==> config.mk <==
export PLATFORM = sky130hd
export DESIGN_NAME = rs_syndrome_serial
export DESIGN_NICKNAME = d
export VERILOG_FILES = /design/src/rtl/rs_syndrome_serial.sv
export SDC_FILE = /design/constraint.sdc
export NUM_CORES = 1
export LEC_CHECK = 0
export CORE_UTILIZATION = 35
export DETAILED_ROUTE_END_ITERATION = 10
export GPL_TIMING_DRIVEN = 0
export HOLD_SLACK_MARGIN = 0.1
export PLACE_DENSITY = 0.66
export RECOVER_POWER = 50
export SKIP_LAST_GASP = 1
export SLEW_MARGIN = 10
export SYNTH_ARGS = -nofsm -noshare
export SYNTH_HDL_FRONTEND = slang
export SYNTH_SLANG_ARGS = --single-unit
export TNS_END_PERCENT = 5
==> constraint.sdc <==
create_clock -name clk -period 2 [get_ports clk]
set_input_delay 0.6 -clock clk [delete_from_list [all_inputs] [get_ports clk]]
set_output_delay 0.6 -clock clk [all_outputs]
set_load 0.02 [all_outputs]
==> src/rtl/rs_syndrome_serial.sv <==
// Symbol-serial RS syndrome calculator (Horner per root, held result register, valid/ready on both sides).
// Optional in_abort port under `RS_SYN_ABORT_EN; one cycle from last symbol to syn_valid.
module rs_syndrome_serial #(
   parameter int                    SYMBOL_WIDTH = 3,
   parameter int                    N            = 7,
   parameter int                    K            = 5,
   parameter logic [SYMBOL_WIDTH:0] PRIM_POLY    = 4'b1011,
   parameter int                    FCR          = 1
) (
   input  logic                           clk,
   input  logic                           rst_n,
   input  logic                           in_valid,
   output logic                           in_ready,
   input  logic [SYMBOL_WIDTH-1:0]        in_sym,
`ifdef RS_SYN_ABORT_EN
   input  logic                           in_abort,
`endif
   output logic                           syn_valid,
   input  logic                           syn_ready,
   output logic [(N-K)*SYMBOL_WIDTH-1:0]  syndromes,
   output logic                           err_flag
);
   localparam int NSYN = N - K;
   localparam int Q    = (1 << SYMBOL_WIDTH) - 1;
   localparam int CW   = (N > 1) ? $clog2(N) : 1;

   function automatic logic [SYMBOL_WIDTH-1:0] mul_x(input logic [SYMBOL_WIDTH-1:0] a);
      logic [SYMBOL_WIDTH:0] t;
      t = {a, 1'b0};
      if (t[SYMBOL_WIDTH]) t = t ^ PRIM_POLY;
      return t[SYMBOL_WIDTH-1:0];
   endfunction

   function automatic logic [SYMBOL_WIDTH-1:0] alpha_pow(input int e);
      logic [SYMBOL_WIDTH-1:0] r;
      r = SYMBOL_WIDTH'(1);
      for (int i = 0; i < Q; i++)
         if (i < e) r = mul_x(r);
      return r;
   endfunction

   // Second operand is always an elaboration constant, so this folds to an XOR network.
   function automatic logic [SYMBOL_WIDTH-1:0] gf_mul(input logic [SYMBOL_WIDTH-1:0] a,
                                                      input logic [SYMBOL_WIDTH-1:0] b);
      logic [SYMBOL_WIDTH-1:0] p, aa;
      p  = '0;
      aa = a;
      for (int i = 0; i < SYMBOL_WIDTH; i++) begin
         if (b[i]) p = p ^ aa;
         aa = mul_x(aa);
      end
      return p;
   endfunction

   logic [CW-1:0]               sym_cnt;
   logic [SYMBOL_WIDTH-1:0]     acc      [NSYN];
   logic [SYMBOL_WIDTH-1:0]     acc_next [NSYN];
   logic [NSYN*SYMBOL_WIDTH-1:0] syn_flat;
   logic                        last_pos, xfer, abort;

`ifdef RS_SYN_ABORT_EN
   assign abort = in_abort;
`else
   assign abort = 1'b0;
`endif

   assign last_pos = (sym_cnt == CW'(N - 1));
   // Only the word-completing symbol can overwrite an unaccepted result, so only it stalls.
   assign in_ready = !(syn_valid && !syn_ready && last_pos);
   assign xfer     = in_valid && in_ready;

   always_comb begin
      syn_flat = '0;
      for (int j = 0; j < NSYN; j++) begin
         acc_next[j] = ((sym_cnt == '0) ? '0 : gf_mul(acc[j], alpha_pow((FCR + j) % Q))) ^ in_sym;
         syn_flat[j*SYMBOL_WIDTH +: SYMBOL_WIDTH] = acc_next[j];
      end
   end

   always_ff @(posedge clk or negedge rst_n) begin
      if (!rst_n) begin
         sym_cnt   <= '0;
         syndromes <= '0;
         err_flag  <= 1'b0;
         syn_valid <= 1'b0;
         for (int j = 0; j < NSYN; j++) acc[j] <= '0;
      end else begin
         if (syn_valid && syn_ready) syn_valid <= 1'b0;
         if (abort) begin
            sym_cnt <= '0;
         end else if (xfer) begin
            for (int j = 0; j < NSYN; j++) acc[j] <= acc_next[j];
            if (last_pos) begin
               sym_cnt   <= '0;
               syndromes <= syn_flat;
               err_flag  <= |syn_flat;
               syn_valid <= 1'b1;
            end else begin
               sym_cnt <= sym_cnt + 1'b1;
            end
         end
      end
   end
endmodule

Yosys cells after proc, flatten, opt, wreduce, memory -nomap -nowiden
Cells that the tools add are included.

word-level totals
  register bits after elaboration = 17
  input port bits = 7
  output and inout port bits = 9
  word-level logic and storage cells = 31

operators by class
  eq/ne operators = 1
  bitwise logic cells = 5
  add/subtract/negate cells = 1
  multiplexer cells = 9
  reduce and logical (&&, ||, !) cells = 9

operators with widths
  cell                                                            count
  3-bit two-way mux                                               3
  2-bit two-way mux                                               3
  2-bit inverter                                                  3
  6-bit OR reduction                                              1
  3-bit XOR                                                       2
  1-bit logical AND                                               4
  3-bit by 1-bit adder with 3-bit output (second input constant)  1
  3-bit equality test (second input constant)                     1
  3-bit zero test                                                 1
  1-bit two-way mux                                               3
  1-bit zero test                                                 2
  2-bit AND reduction                                             1

Longest topological paths before layout
  depth after elaboration = 7
  mapped depth = 6
  mapped depth without buffers = 4

Worst setup path before layout
OpenSTA, ideal clock, no wires.

  kind = input port to flip-flop
  from = input port in_sym[1]
  to = register err_flag
  required time = 1.859 ns
  stages on the path = 5
  data arrival time = 1.543 ns
  path buffers = 1
  setup slack = 0.316 ns
  setup time = 0.141 ns
  path through = clkbuf_1 inv_1 a2111oi_0 a311o_1 a32oi_1

on the way
  longest elaborated chain between the ends = 2
  elaborated cells on any way between the ends = 3

RTL lines
  what                    RTL line  RTL
  start: declaration      14        input logic [SYMBOL_WIDTH-1:0] in_sym,
  3-bit XOR               75        acc_next[j] = ((sym_cnt == '0) ? '0 : gf_mul(acc[j], alpha_pow((FCR + j) % Q))) ^ in_sym;
  6-bit OR reduction *    96        err_flag <= |syn_flat;
  end signal: assignment  96
  end: declaration        21        output logic err_flag

Mark *: on every way between the ends. The rest lies on a longest branch, timed or not.
A chain may end at the register's enable or synchronous reset.

Worst setup path in the final report
  from = register syn_valid
  to = output port syn_valid

RTL lines
  what                      RTL line  RTL
  start: declaration        18        output logic syn_valid,
  start signal: assignment  85        syn_valid <= 1'b0;
  start signal: assignment  88        if (syn_valid && syn_ready) syn_valid <= 1'b0;
  start signal: assignment  97        syn_valid <= 1'b1;

No word-level cell between the ends.

==> results.toml <==
[worst_setup_path]
cp_slowest_cell = "clkdlybuf4s50_1"
cp_data_arrival_time_ns = 1.35
cp-end-kind = "primary output"
critPathMaxFanout = 2
worstPathRequired_ns = 1.40
slowest_delay_ns = 0.64
critical_path_buf_inv_count = 1
path_cells = "clkdlybuf4s50_1"
cp-start-kind = "flop"
worstSetupPathType = "reg -> out"
critPathTopFamily = "buffers and inverters"

[sta]
setup_viol = 0
rsz0062_at_grt = "no"
setup_tns_ns = 0
finClkSkew_ns = 0.00555
min_period_ns = 1.95
drv_slew = 0
post-route-period-util_pct = 97.3
slew_headroom_pct = 46.8
fmax_mhz = 514
tightest_slew_ns = 0.795
hold_viol_final = 0

[die]
initial_utilization_pct = 37.6
ios = 16
die_w_um = 56.9
rows = 19
die_area_um2 = 3240
die_h_um = 56.9
coreArea_um2 = 2810

[route]
drc = 2
ant_nets = 0
wirelength_um = 2290
first_pass_iters = 7
via_per_inst = 5.37
vias = 929
wl_per_cell_um = 13.2
drt_iter0_drc = 44

[yosys]
synth_compound_area_share_pct = 19.8
ys_warn_count = 0
synthCells = 123
yosysTopAreaCellShare_pct = 40.3
synth.ff_latch_count = 17
synth_cell_types = 32
synth_area_leader_cell = "dfrtp_1"
synth_common_cells = "nand2_1, dfrtp_1, o21ai_0"
netlist_area_um2 = 1060
yosys.area_share.simple_pct = 23.9
synth.yosys.seq_area_share_pct = 40.3
muxShareOfSynthArea_pct = 1.90
yosysMostFrequentCell = "nand2_1"
synthAdderAreaFrac_pct = 0
syn_avg_cell_area_um2 = 8.59
synth-edff-count = 0
synthTopCellsByArea = "dfrtp_1, o21ai_0, nand2_1"
ys_async_sr_fraction_pct = 100
syn_nets = 130
synthXorXnorAreaFrac_pct = 7.46
synth_top_family_by_area = "simple AND/OR/NAND/NOR gates"
yosys_most_used_dff = "dfrtp_1"

[placement]
dp_hpwl_um = 1680
gp_congestion = 0.824
port_buffers = 13

[run]
cap_violations = 0

[clocking]
clock-sinks = 17
cts-buffers-inserted = 3
cts_tree = "built"
root_buffer = "clkbuf_4"
clk_latency_ns = 0.29
hold_buffers = 0
clk_pin_slew_ns = 0.11
cts_buffer_depth = 2
htreeDepth = 1

[power_and_ir_drop]
cellPowerDensity_nw_per_um2 = 1380
p_total_mw = 1.78
peakVddDrop_uv = 547
power_leakage_nw = 0.559

[grt]
overflow = 0
grt_pass1_vias = 879
grt_first_pass_wirelength_um = 3980
grt_max_degree = 18
grt_usage_pct = 15.3
antenna_found_initial = 0

[final_layout]
antenna_cells = 0
fin_nets = 150
fin_util_pct = 46.1
layout-drive-gt1-share_pct = 13.4
syn_to_final_growth_pct = 22.4

[status]
violations = "design-rule violations"
status = "complete, but fails checks"

[min_path]
hp-class = "reg -> reg"
==> sequential cells by signal, summed over array words and instances, names as in the netlist <==
register   count
acc            6
syndromes      6
err_flag       1
sym_cnt        3
syn_valid      1
==> power breakdown <==
group / switching [mW] / internal (mW)
clock: 0.113 / 0.0760
combinational: 0.527 / 0.454
sequential: 0.124 / 0.490
==> kinds of logic after synthesis <==
logic type,Yosys count
compound gates,32
xor+xnor,9
buf+inv,15
flops,17
mux,2
simple gates,48
==> per-layer routing <==
layer | GRT usage [%] | routed length [um] | up-vias
li1 | - | - | 474
met1 | 20.6 | 1140 | 433
met2 | 25.7 | 1030 | 22
met3 | 4.54 | 123 | 0
met4 | 1.05 | 0 | 0
met5 | 0 | 0 | -
==> stage by stage <==
stage	area [um^2]	hold WS [ns]	instances	worst slack, ns
6_report	1290	0.486	173	0.0543
2_1_floorplan	1060	0.304	123	0.316
3_3_place_gp	1220	0.464	167	-0.617
5_1_grt	1290	0.556	173	0.00823
4_1_cts	1290	0.495	173	-0.00579
3_5_place_dp	1220	0.470	167	-0.620
==> path summary, 6_finish.rpt <==
kind	startpoint	to	slack (ns)	cells after the start
max	syn_valid	syn_valid	0.05	1
min	syndromes[5]	syndromes[5]	0.49	2
max reg2reg	acc[2]	err_flag	0.16	5
min reg2reg	syndromes[5]	syndromes[5]	0.49	2
max in group asynchronous	rst_n	acc[3]	0.68	1
min in group asynchronous	rst_n	sym_cnt[1]	0.83	1
==> cell usage in the layout, fill, tap and decap left out, types with 3 or more instances in the layout <==
cell,netlist,layout
xnor2_1,6,6
buf_2,5,5
buf_4,0,3
nand2b_1,8,6
a21oi_1,3,3
a31oi_1,3,3
clkbuf_1,6,4
clkdlybuf4s50_1,0,9
nor3_1,4,4
dfrtp_1,17,17
inv_1,3,3
xor2_1,3,3
o21ai_0,14,14
nand2_1,18,18
clkbuf_4,0,3
nor2_1,7,7
==> area by class of cell <==
class / count / area, um^2
timing repair buffer: 16 / 155
fill: 286 / 1510
clock inverter: 1 / 7.51
buffer: 11 / 56.3
sequential: 17 / 425
clock buffer: 3 / 22.5
tap: 31 / 38.8
inverter: 3 / 11.3
multi-input combinational: 91 / 576
==> what timing repair did <==
| item | 4_1_cts | 5_1_grt |
|---|---|---|
| endpoints found under the hold margin | 0 | 0 |
| buffers inserted | 3 | 0 |
| gates resized for setup | 10 | 3 |
| setup endpoints to repair | 8 | 1 |
No activity file was read; power rests on OpenSTA's default activity.
